$ cat config.mk
export PLATFORM = sky130hd
export DESIGN_NAME = kred_butterfly_pipe
export DESIGN_NICKNAME = d
export VERILOG_FILES = /design/src/rtl/kred_butterfly_pipe.sv
export SDC_FILE = /design/constraint.sdc
export NUM_CORES = 1
export LEC_CHECK = 0
export CORE_MARGIN = 10
export CORE_UTILIZATION = 63
export CTS_CLUSTER_DIAMETER = 60
export DETAILED_ROUTE_END_ITERATION = 8
export GPL_TIMING_DRIVEN = 0
export PLACE_DENSITY = 0.79
export SYNTH_ARGS = -nofsm -noshare
export SYNTH_HDL_FRONTEND = slang
export SYNTH_SLANG_ARGS = --single-unit
$ cat constraint.sdc
create_clock -name clk -period 9.33 [get_ports clk]
set_clock_uncertainty 0.05 [all_clocks]
set_input_delay 1.866 -clock clk [delete_from_list [all_inputs] [get_ports clk]]
set_output_delay 1.866 -clock clk [all_outputs]
set_load 0.01 [all_outputs]
$ cat src/rtl/kred_butterfly_pipe.sv
`default_nettype none
// ============================================================================
// Module  : kred_butterfly_pipe
// Brief   : 4-stage CT/GS/PWM butterfly with K-RED reduction, q = K*2^M + 1.
//           Optional macro BFLY_STATS_EN adds modular-op counters.
// Revision: 1.0
// ============================================================================
module kred_butterfly_pipe #(
  parameter int DW    = 14,
  parameter int K     = 3,
  parameter int M     = 12,
  parameter int Q     = 12289,
  parameter int TAG_W = 10
) (
  input  logic             clk,
  input  logic             rst,
  input  logic             in_valid,
  output logic             in_ready,
  input  logic [1:0]       mode,
  input  logic [DW-1:0]    a,
  input  logic [DW-1:0]    b,
  input  logic [DW-1:0]    w,
  input  logic [TAG_W-1:0] tag_in,
  output logic             out_valid,
  input  logic             out_ready,
  output logic [DW-1:0]    e,
  output logic [DW-1:0]    o,
  output logic [TAG_W-1:0] tag_out
`ifdef BFLY_STATS_EN
  ,
  output logic [31:0]      mul_cnt,
  output logic [31:0]      add_cnt,
  output logic [31:0]      sub_cnt
`endif
);

  localparam int PW = 2 * DW;
  localparam int RW = PW + 2;
  localparam int SH = $clog2(K + 1);
  localparam logic [DW-1:0] C_Q    = DW'(Q);
  localparam logic [DW-1:0] C_HALF = DW'((Q + 1) / 2);
  localparam logic [RW-1:0] C_QR   = RW'(Q);
  localparam logic [RW-1:0] C_KQ   = RW'(K * Q);
  localparam logic [1:0] MODE_GS  = 2'b01;
  localparam logic [1:0] MODE_PWM = 2'b10;

  generate
    if (Q != K * (2 ** M) + 1) begin : g_bad_q
      $error("kred_butterfly_pipe: Q must equal K*2^M+1");
    end
    if ((2 ** DW) <= Q) begin : g_bad_dw
      $error("kred_butterfly_pipe: 2^DW must exceed Q");
    end
  endgenerate

  function automatic logic [DW-1:0] mod_add(input logic [DW-1:0] x, input logic [DW-1:0] y);
    logic [DW:0] s;
    s = {1'b0, x} + {1'b0, y};
    if (s >= {1'b0, C_Q}) s = s - {1'b0, C_Q};
    return s[DW-1:0];
  endfunction

  function automatic logic [DW-1:0] mod_sub(input logic [DW-1:0] x, input logic [DW-1:0] y);
    if (x >= y) return x - y;
    return x + (C_Q - y);
  endfunction

  function automatic logic [DW-1:0] mod_half(input logic [DW-1:0] x);
    if (x[0]) return (x >> 1) + C_HALF;
    return x >> 1;
  endfunction

  // Stage registers
  logic             r1_v, r2_v, r3_v;
  logic [1:0]       r1_mode, r2_mode, r3_mode;
  logic [DW-1:0]    r1_a, r1_b, r1_x, r1_y, r2_a, r2_b, r3_a, r3_b, r3_t;
  logic [PW-1:0]    r2_p;
  logic [TAG_W-1:0] r1_tag, r2_tag, r3_tag;

  logic [DW-1:0]    w_x, w_y, w_t, w_e, w_o;
  logic [M-1:0]     w_cl;
  logic [PW-M-1:0]  w_ch;
  logic [RW-1:0]    w_red;

  assign in_ready = !out_valid || out_ready;

  // S1 operand steering: GS multiplies the difference, PWM multiplies a*b
  always_comb begin
    w_x = b;
    w_y = w;
    case (mode)
      MODE_GS:  w_x = mod_sub(a, b);
      MODE_PWM: begin
        w_x = a;
        w_y = b;
      end
      default: ;
    endcase
  end

  assign w_cl = r2_p[M-1:0];
  assign w_ch = r2_p[PW-1:M];

  // K*Q bias keeps K*C_l - C_h non-negative; restoring subtraction then lands in [0,Q)
  always_comb begin
    w_red = RW'(K) * RW'(w_cl) + C_KQ - RW'(w_ch);
    for (int i = SH; i >= 0; i--) begin
      if (w_red >= (C_QR << i)) w_red = w_red - (C_QR << i);
    end
  end

  assign w_t = w_red[DW-1:0];

  always_comb begin
    w_e = mod_add(r3_a, r3_t);
    w_o = mod_sub(r3_a, r3_t);
    case (r3_mode)
      MODE_GS: begin
        w_e = mod_half(mod_add(r3_a, r3_b));
        w_o = mod_half(r3_t);
      end
      MODE_PWM: begin
        w_e = mod_add(r3_a, r3_b);
        w_o = r3_t;
      end
      default: ;
    endcase
  end

  always_ff @(posedge clk) begin
    if (rst) begin
      r1_v      <= 1'b0;
      r2_v      <= 1'b0;
      r3_v      <= 1'b0;
      out_valid <= 1'b0;
      r1_mode   <= '0;
      r2_mode   <= '0;
      r3_mode   <= '0;
      r1_a      <= '0;
      r1_b      <= '0;
      r1_x      <= '0;
      r1_y      <= '0;
      r2_a      <= '0;
      r2_b      <= '0;
      r2_p      <= '0;
      r3_a      <= '0;
      r3_b      <= '0;
      r3_t      <= '0;
      r1_tag    <= '0;
      r2_tag    <= '0;
      r3_tag    <= '0;
      e         <= '0;
      o         <= '0;
      tag_out   <= '0;
    end else if (in_ready) begin
      r1_v      <= in_valid;
      r1_mode   <= mode;
      r1_a      <= a;
      r1_b      <= b;
      r1_x      <= w_x;
      r1_y      <= w_y;
      r1_tag    <= tag_in;

      r2_v      <= r1_v;
      r2_mode   <= r1_mode;
      r2_a      <= r1_a;
      r2_b      <= r1_b;
      r2_p      <= PW'(r1_x) * PW'(r1_y);
      r2_tag    <= r1_tag;

      r3_v      <= r2_v;
      r3_mode   <= r2_mode;
      r3_a      <= r2_a;
      r3_b      <= r2_b;
      r3_t      <= w_t;
      r3_tag    <= r2_tag;

      out_valid <= r3_v;
      e         <= w_e;
      o         <= w_o;
      tag_out   <= r3_tag;
    end
  end

`ifdef BFLY_STATS_EN
  logic [1:0] r4_mode;

  always_ff @(posedge clk) begin
    if (rst) begin
      r4_mode <= '0;
      mul_cnt <= '0;
      add_cnt <= '0;
      sub_cnt <= '0;
    end else begin
      if (in_ready) r4_mode <= r3_mode;
      if (out_valid && out_ready) begin
        mul_cnt <= mul_cnt + 32'd1;
        add_cnt <= add_cnt + 32'd1;
        if (r4_mode != MODE_PWM) sub_cnt <= sub_cnt + 32'd1;
      end
    end
  end
`endif

  a_in_range: assert property (@(posedge clk) disable iff (rst)
    (in_valid && in_ready) |-> (a < C_Q && b < C_Q && w < C_Q))
    else $error("kred_butterfly_pipe: operand >= Q");

endmodule
`default_nettype wire

Word-level counts from Yosys, hierarchy flattened
Index checks and enable logic that the tools add are counted.
{"block": "totals", "out_inout_bits": 40, "memories": 0, "latch_bits": 0, "rom_bits": 0, "ram_bits": 0, "register_bits": 232}
{"block": "classes", "mux": 25, "shift": 0, "n_mul": 2, "n_div": 0, "n_eq_ne": 4, "bitwise_logic": 0, "order_cmp": 7, "add_sub_neg": 17, "n_reduce_logical": 2}
{"cell": "14-bit two-way mux", "count": 13}
{"cell": "14-bit one-hot mux with 2 select lines", "count": 3}
{"cell": "30-bit two-way mux", "count": 2}
{"cell": "14-bit subtractor, second input constant", "count": 3}
{"cell": "14-bit by 14-bit adder with 15-bit output", "count": 2}
{"cell": "15-bit by 14-bit >= comparator with 1-bit output, second input constant", "count": 2}
{"cell": "30-bit by 14-bit >= comparator with 1-bit output, second input constant", "count": 1}
{"cell": "30-bit by 15-bit >= comparator with 1-bit output, second input constant", "count": 1}
{"cell": "30-bit by 16-bit >= comparator with 1-bit output, second input constant", "count": 1}
{"cell": "30-bit by 15-bit subtractor with 30-bit output, second input constant", "count": 1}
{"cell": "13-bit by 13-bit adder with 14-bit output, second input constant", "count": 2}
{"cell": "14-bit adder", "count": 2}
{"cell": "14-bit >= comparator", "count": 2}
{"cell": "14-bit by 14-bit multiplier with 28-bit output", "count": 1}
{"cell": "14-bit subtractor", "count": 2}
{"cell": "14-bit subtractor, first input constant", "count": 2}
{"cell": "18-bit by 17-bit subtractor with 19-bit output, second input constant", "count": 1}
{"cell": "17-bit by 16-bit subtractor with 18-bit output", "count": 1}
{"cell": "14-bit by 16-bit adder with 17-bit output, second input constant", "count": 1}
{"cell": "2-bit by 12-bit multiplier with 14-bit output, first input constant", "count": 1}
{"cell": "1-bit two-way mux", "count": 7}
{"cell": "2-bit by 1-bit equality test with 1-bit output, second input constant", "count": 2}
{"cell": "2-bit equality test, second input constant", "count": 2}
{"cell": "1-bit zero test", "count": 1}
{"cell": "1-bit logical OR", "count": 1}

Logic depth before layout (Yosys ltp)
Gate-level depths: netlist (run 1).
{"block": "depth", "depth_word": 9, "ltp_mapped": 30, "depth_no_buf": 29}

Least setup slack after synthesis (run 1)
No wires, ideal clock.
{"block": "synth_path", "path_type": "register to register", "from": "register r2_p[0]", "to": "register r3_t[8]", "path_buffers": 0, "path_slack_ns": 2.269, "period_less_slack_ns": 7.061, "path_stages_with_launch": 28, "required_ns": 9.189, "arrival_time_ns": 6.920, "cell_sequence": "dfxtp_1 inv_1 fa_1 inv_1 fa_1 ha_1 fa_1 a211o_1 a21o_1 a311oi_2 nand3_2 o41a_1 nor3_4 xnor2_1 ha_1 nor2b_1 nand4b_1 nor4_4 nor3_2 xnor2_1 ha_1 nor3b_1 o31a_1 mux2i_1 nor3_2 a311oi_1 or3_1 a311oi_1"}
{"block": "synth_between", "elab_chain_len": 9, "elab_cells_between_ends": 12, "classes_between": "add/sub (5); mul (1); order compare (3); mux (3)"}
{"element": "start: declaration", "line_no": "77", "rtl": "logic [PW-1:0] r2_p;"}
{"element": "start signal: assignment", "line_no": "168", "rtl": "r2_p <= PW'(r1_x) * PW'(r1_y);"}
{"element": "2-bit by 12-bit multiplier with 14-bit output *", "line_no": "106", "rtl": "w_red = RW'(K) * RW'(w_cl) + C_KQ - RW'(w_ch);"}
{"element": "14-bit by 16-bit adder with 17-bit output *", "line_no": "106"}
{"element": "17-bit by 16-bit subtractor with 18-bit output *", "line_no": "106"}
{"element": "30-bit by 16-bit >= comparator with 1-bit output or 18-bit by 17-bit subtractor with 19-bit output (tied branches)", "line_no": "108", "rtl": "if (w_red >= (C_QR << i)) w_red = w_red - (C_QR << i);"}
{"element": "30-bit two-way mux *", "line_no": "108"}
{"element": "30-bit by 15-bit subtractor with 30-bit output or 30-bit by 15-bit >= comparator with 1-bit output (tied branches)", "line_no": "108"}
{"element": "30-bit two-way mux *", "line_no": "108"}
{"element": "30-bit by 14-bit >= comparator with 1-bit output or 14-bit subtractor (tied branches)", "line_no": "108"}
{"element": "14-bit two-way mux *", "line_no": "108"}
{"element": "end signal: assignment", "line_no": "175", "rtl": "r3_t <= w_t;"}
{"element": "end: declaration", "line_no": "76", "rtl": "logic [DW-1:0] r1_a, r1_b, r1_x, r1_y, r2_a, r2_b, r3_a, r3_b, r3_t;"}
Mark *: on every way between the ends. The rest lies on a longest branch, timed or not.
A chain may end at the register's enable or synchronous reset.

Final worst setup path (run 1)
{"block": "layout_path", "from": "register r2_p[0]", "to": "register r3_t[2]"}
Same word-level chain as after synthesis.

==> metrics.yaml, run 1 <==
relSlewSlack_pct: 30.6
vdd_drop_max_mv: 0.503
hp-start: "r3_tag[3]$_SDFFE_PP0P_"
antenna_left: 0
cts_root_buf: "clkbuf_16"
required_ns: 9.72
vias_per_cell: 6.22
areaGrowthSynthToFinish_pct: 10.3
path_max_fanout: 10
hold_buffers: 0
dp_hpwl_um: 59700
worstSetupPathType: "flop to flop"
cts.path.max_buffers: 3
ys_seq_area_share_pct: 19.8
overflow: 0
antenna_found_initial: 0
arrival_ns: 9.04
grt_pass1_vias: 21410
num_vias: 22267
p_leak_nw: 11.5
drc_errors: 0
final_nets: 3553
cpPeakStageDelay_ns: 0.61
yosysTopAreaCellShare_pct: 19.8
setup_viol: 0
routed_wl_um: 74900
cts_tree: "built"
fill_cells: 2978
htreeDepth: 1
synth_ff_type: "dfxtp_1"
slowest_stage: "mux2i_2"
dr.pass1.iters: 6
ctsResizeCount: 0
portBuffers: 96
finalHoldViolations: 0
synth.cell_area_um2: 23400
antenna_cells: 0
hold_path.class: "flop to flop"
worst_pin_slew_ns: 1.04
insertion_delay_ns: 0.57
cts_post_setup_buffers_inserted: 0
cp-startpoint: "r2_p[0]$_SDFFE_PP0P_"
routedWlPerCell_um: 20.9
synth_area_leaders: "dfxtp_1 20%, fa_1 15%, ha_1 12%, nand2_1 8.4%, a21oi_1 6.4%"
clock.fmax_mhz: 116
die_x_um: 213
ys_warn_count: 0
crit_path_end_kind: "flop"
timing.setup.tns_ns: 0
grt_first_pass_wirelength_um: 116000
power.total_mw: 7.25
finalCritPeriodShare_pct: 92.7
multi_input_area_um2: 17000
synth-edff-count: 0
die_h_um: 213
dieArea_um2: 45300
rrSetupSlack_ns: 0.68
timing.max_cap.violations: 0
synth_largest_area_cell: "dfxtp_1"
rr_startpoint: "r2_p[0]$_SDFFE_PP0P_"
ys_ff_latch: 232
syn_inst: 2970
final_layout_size_suffix_gt1_share_pct: 3.44
synth.avg_cell_area_um2: 7.89
rows: 70
path_common_cell: "fa_1"
rsz0062_at_grt: "false"
cts_made_buffers: 26
synth_nets: 3429
grt_start_max_net_pins: 15
slew_violations: 0
clock_sinks: 232
yosysUniqueCellTypes: 99
async_flop_share_pct: 0
crit_path_start_kind: "flop"
drtIter0Drc: 2235
path_clk_slew_ns: 0.06
fp.coreArea_um2: 36700
min_period_ns: 8.65
status: "finished clean"
register_area_um2: 4640
gr-usage-all-layers_pct: 32.4
io_pins: 98
gp_congestion: 0.984
power.density_nw_per_um2: 280
start_util_pct: 63.9
==> synthesized netlist by cell type, types with 5 or more instances <==
| cell | count |
|---|---|
| or2_2 | 16 |
| o31ai_1 | 12 |
| nor4_1 | 13 |
| nor2_1 | 149 |
| o21a_1 | 8 |
| a21oi_1 | 298 |
| dfxtp_1 | 232 |
| a211o_1 | 13 |
| xnor2_1 | 113 |
| a2111oi_0 | 5 |
| nand2_1 | 527 |
| nand2b_1 | 10 |
| a31oi_1 | 26 |
| xor2_1 | 36 |
| clkbuf_1 | 143 |
| a211oi_1 | 43 |
| nand3_1 | 40 |
| nor2b_1 | 14 |
| o21ai_1 | 5 |
| o21ai_0 | 70 |
| or3_1 | 21 |
| mux2i_1 | 22 |
| mux2_2 | 5 |
| fa_1 | 179 |
| and2_1 | 92 |
| ha_1 | 222 |
| a21o_1 | 28 |
| a311oi_1 | 14 |
| o311ai_0 | 8 |
| and3_1 | 15 |
| nand3b_1 | 5 |
| o211ai_1 | 8 |
| nor3_1 | 52 |
| a221oi_1 | 28 |
| inv_1 | 324 |
| buf_1 | 5 |
| nand4_1 | 21 |
| o21bai_1 | 30 |
==> worst paths after layout <==
kind,end,depth (start not counted)
hold / removal,r3_tag[3]$_SDFFE_PP0P_,2
setup / recovery,r3_t[2]$_SDFFE_PP0P_,27
hold reg to reg,r3_tag[3]$_SDFFE_PP0P_,2
setup reg to reg,r3_t[2]$_SDFFE_PP0P_,27
==> power breakdown <==
group	switching [mW]	leakage [nW]	internal, mW	total (mW)
clock network	0.450	0.424	0.601	1.05
logic	3.04	9.19	1.86	4.90
registers	0.168	1.91	1.13	1.30
==> metal layers <==
metal  track usage [%]  part of all wire (%)
met4              11.3                   3.7
met1              43.6                    40
met2              50.8                    45
met3              6.36                    11
met5                 0                     0
==> per-stage QoR <==
| step | instances | util (%) | hold WS, ns | area, um^2 | setup slack, ns |
|---|---|---|---|---|---|
| after global routing | 3582 | 70.5 | 0.415 | 25900 | 0.147 |
| after global placement | 3534 | 68.1 | 0.388 | 25000 | 0.875 |
| after floorplan | 2970 | - | 0.382 | 23400 | 2.27 |
| final | 3582 | 70.5 | 0.404 | 25900 | 0.680 |
| after detailed placement | 3534 | 68.1 | 0.394 | 25000 | 0.776 |
| after CTS | 3582 | 70.5 | 0.402 | 25900 | 0.752 |
==> logic make-up (layout without fill, tap and decap cells) <==
logic type                 Yosys count  in the layout  share of synthesized area, %
buffers and inverters              476            620                          7.70
and+or+nand+nor                   1012           1012                          19.8
AOI/OAI and AO/OA                  672            672                          18.7
adders and majority gates          401            401                          27.1
muxes                               28             28                          1.24
xor gates and xnor gates           149            149                          5.57
DFF                                232            232                          19.8
==> sequential cells by signal, indices dropped and copies added, names as in the netlist, 2 cells and up <==
signal   flops
r1_mode      2
r2_p        28
r2_b        14
r3_mode      2
e           14
r3_t        14
r2_a        14
r1_tag      10
o           14
r3_b        14
tag_out     10
r2_mode      2
r1_y        14
r3_a        14
r2_tag      10
r1_b        14
r3_tag      10
r1_x        14
r1_a        14
==> final cells by class <==
type                       instances  share of cell area (%)
sequential                       232                    18.0
inverter                         325                    4.72
tap                              468                    2.26
clock inverter                    14                   0.639
timing repair buffer              96                    3.71
multi-input combinational       2262                    65.7
clock buffer                      34                    2.75
buffer                           151                    2.26
==> cell usage in the layout (no fill, tap or decap), types with 14 or more instances in the layout <==
cell	instances
o21bai_1	30
or2_2	16
nand3_1	40
a221oi_1	28
a311oi_1	14
dfxtp_1	232
clkbuf_1	148
nand4_1	21
and3_1	15
mux2i_1	22
nor2_1	149
nor2b_1	14
a31oi_1	26
a211oi_1	43
nand2_1	527
xnor2_1	113
o21ai_0	70
ha_1	222
clkdlybuf4s50_1	96
or3_1	21
fa_1	179
a21o_1	28
inv_1	324
xor2_1	36
nor3_1	52
clkbuf_16	26
a21oi_1	298
and2_1	92
==> critical path: cells and delay by family, from the launching register on <==
kind	cells	cell delay (ns)
buffers and inverters	3	0.38
multiplexers	2	0.74
AO/OA/AOI/OAI	5	1.62
flip-flops	1	0.40
adder cells (fa/ha/maj)	5	1.76
XOR/XNOR	1	0.29
AND/OR/NAND/NOR	11	3.30
Power figures use the tool's default switching activity.
==> run 2, diff against run 1 <==
--- a/config.mk
+++ b/config.mk
@@ -5,12 +5,15 @@
 export SDC_FILE = /design/constraint.sdc
 export NUM_CORES = 1
 export LEC_CHECK = 0
+export ABC_AREA = 1
+export CAP_MARGIN = 30
 export CORE_MARGIN = 10
-export CORE_UTILIZATION = 63
+export CORE_UTILIZATION = 65
+export CTS_BUF_LIST = sky130_fd_sc_hd__clkbuf_2 sky130_fd_sc_hd__clkbuf_4 sky130_fd_sc_hd__clkbuf_8
 export CTS_CLUSTER_DIAMETER = 60
 export DETAILED_ROUTE_END_ITERATION = 8
 export GPL_TIMING_DRIVEN = 0
-export PLACE_DENSITY = 0.79
+export PLACE_DENSITY = 0.81
 export SYNTH_ARGS = -nofsm -noshare
 export SYNTH_HDL_FRONTEND = slang
 export SYNTH_SLANG_ARGS = --single-unit
==> metrics.yaml, run 2 <==
dr.pass1.iters: 6
synth_area_leaders: "dfxtp_1 19%, fa_1 15%, ha_1 11%, nand2_1 10%, inv_1 9.2%"
ctsResizeCount: 0
die_h_um: 214
largest_register: "r2_p"
grt_pass1_vias: 23496
setup_viol: 0
register_area_um2: 4640
clock.fmax_mhz: 136
io_pins: 98
status: "finished clean"
relSlewSlack_pct: 41.0
synth_ff_type: "dfxtp_1"
cts_tree: "built"
finalHoldViolations: 0
hold_buffers: 0
slowest_stage: "dfxtp_1"
finalCritPeriodShare_pct: 78.6
cts.path.max_buffers: 3
fp.coreArea_um2: 36800
power.density_nw_per_um2: 329
cts_made_buffers: 40
rsz0062_at_grt: "false"
power.total_mw: 8.80
final_nets: 4082
ys_seq_area_share_pct: 19.1
grt_start_max_net_pins: 11
multi_input_area_um2: 16800
die_x_um: 214
worstSetupPathType: "flop to flop"
antenna_left: 0
arrival_ns: 7.77
antenna_found_initial: 6
grt_first_pass_wirelength_um: 120000
htreeDepth: 2
timing.setup.tns_ns: 0
syn_inst: 3484
insertion_delay_ns: 0.60
final_cell_mix: "654 x nand2_1, 596 x inv_1, 339 x o21ai_0"
timing.max_cap.violations: 0
dieArea_um2: 45600
crit_path_end_kind: "flop"
routedWlPerCell_um: 18.7
vdd_drop_max_mv: 0.319
start_util_pct: 66.2
clock_sinks: 232
largest_register_ffs: 28
dp_hpwl_um: 62500
cpPeakStageDelay_ns: 0.56
drc_errors: 0
p_leak_nw: 14.2
rr_worst_depth: 28
final_common_cell: "nand2_1"
fill_cells: 2954
synth.avg_cell_area_um2: 6.99
yosysTopAreaCellShare_pct: 19.1
rr_startpoint: "r1_x[4]$_SDFFE_PP0P_"
vias_per_cell: 5.84
timing.hold.worst_endpoint: "r2_b[3]$_SDFFE_PP0P_"
synth_largest_area_cell: "dfxtp_1"
synthTopCellsByCount: "654 x nand2_1, 596 x inv_1, 339 x o21ai_0, 315 x nor2_1, 232 x dfxtp_1"
areaGrowthSynthToFinish_pct: 9.91
rrSetupSlack_ns: 2.00
overflow: 0
final_layout_size_suffix_gt1_share_pct: 5.26
holdPathStages: 2
synth.cell_area_um2: 24400
yosysUniqueCellTypes: 52
yosysMostFrequentCell: "nand2_1"
routed_wl_um: 77000
slew_violations: 0
drtIter0Drc: 2198
cts_root_buf: "clkbuf_8"
r2r_end: "r2_p[26]$_SDFFE_PP0P_"
cts_post_setup_buffers_inserted: 0
required_ns: 9.77
path_clk_slew_ns: 0.06
cp_num_buf_inv: 5
synth-edff-count: 0
async_flop_share_pct: 0
crit_path_start_kind: "flop"
path_max_fanout: 10
gr-usage-all-layers_pct: 33.3
ys_warn_count: 0
synth_nets: 3943
ys_ff_latch: 232
min_period_ns: 7.33
cpLargestDelayFamily: "adder cells"
rows: 70
hold_path.class: "flop to flop"
num_vias: 24068
portBuffers: 97
worst_pin_slew_ns: 0.886
hp-start: "r2_b[3]$_SDFFE_PP0P_"
gp_congestion: 1.01
-- run 2: changes by cell type after synthesis, sizes merged, moves of 81 or more --
cell   before  now
a21oi     299  218
and2       93    2
inv       325  608
nand2     527  706
nand3      43  148
nor2      150  336
o21ai      76  342
-- run 2: metrics by stage --
stage / cell area, um^2 / hold slack (ns) / instances / worst slack (ns) / util, %
floorplan: 24400 / 0.391 / 3484 / 3.24 / -
global placement: 25900 / 0.405 / 4049 / 2.47 / 70.4
detailed placement: 25900 / 0.414 / 4049 / 2.14 / 70.4
CTS: 26800 / 0.429 / 4115 / 2.11 / 72.7
global route: 26800 / 0.449 / 4116 / 1.72 / 72.7
finish: 26800 / 0.425 / 4118 / 2.00 / 72.8
-- run 2: how the worst max path moves through the flow --
stage	to	startpoint	slack (ns)	cells after the start
after floorplan	r2_p[26]$_SDFFE_PP0P_	r1_x[5]$_SDFFE_PP0P_	3.24	26
after global placement	r2_p[26]$_SDFFE_PP0P_	r1_x[5]$_SDFFE_PP0P_	2.47	26
after detailed placement	r2_p[26]$_SDFFE_PP0P_	r1_x[3]$_SDFFE_PP0P_	2.14	28
after CTS	r2_p[26]$_SDFFE_PP0P_	r1_x[4]$_SDFFE_PP0P_	2.11	28
after global routing	r2_p[26]$_SDFFE_PP0P_	r1_x[4]$_SDFFE_PP0P_	1.72	28
final	r2_p[26]$_SDFFE_PP0P_	r1_x[4]$_SDFFE_PP0P_	2.00	28
-- run 2: power by group --
| part | internal, mW | total (mW) | leakage [nW] | switching [mW] |
|---|---|---|---|---|
| Sequential | 1.15 | 1.31 | 1.92 | 0.158 |
| Combinational | 2.28 | 6.48 | 11.8 | 4.20 |
| Clock | 0.579 | 1.01 | 0.439 | 0.431 |
-- run 2: per-layer routing --
layer,up-vias,global-route usage [%],wire length (um)
met1,11310,37.1,28300
li1,11334,-,-
met2,1097,57.8,37200
met5,-,0,35
met4,6,22.0,5430
met3,321,5.68,6090
-- run 2: worst min-delay path, delay by kind of cell (launching register included) --
| kind | cells | cell delay (ns) |
|---|---|---|
| flip-flops | 1 | 0.32 |
| AND/OR/NAND/NOR | 2 | 0.12 |
-- run 2: layout make-up --
type	instances	share of cell area (%)
Timing Repair Buffer	97	3.63
Multi-Input combinational cell	2495	62.8
Clock inverter	9	0.477
Buffer	144	2.27
Clock buffer	57	2.70
Antenna cell	3	0.0280
Tap cell	468	2.19
Sequential cell	232	17.4
Inverter	613	8.60
-- run 2: cell families after synthesis --
kind of cell	after synthesis	share of synthesized area, %
buf+inv	757	11.9
flops	232	19.1
xor+xnor	123	4.45
fa+ha+maj	401	26.1
simple gates	1299	23.4
compound gates	672	15.0
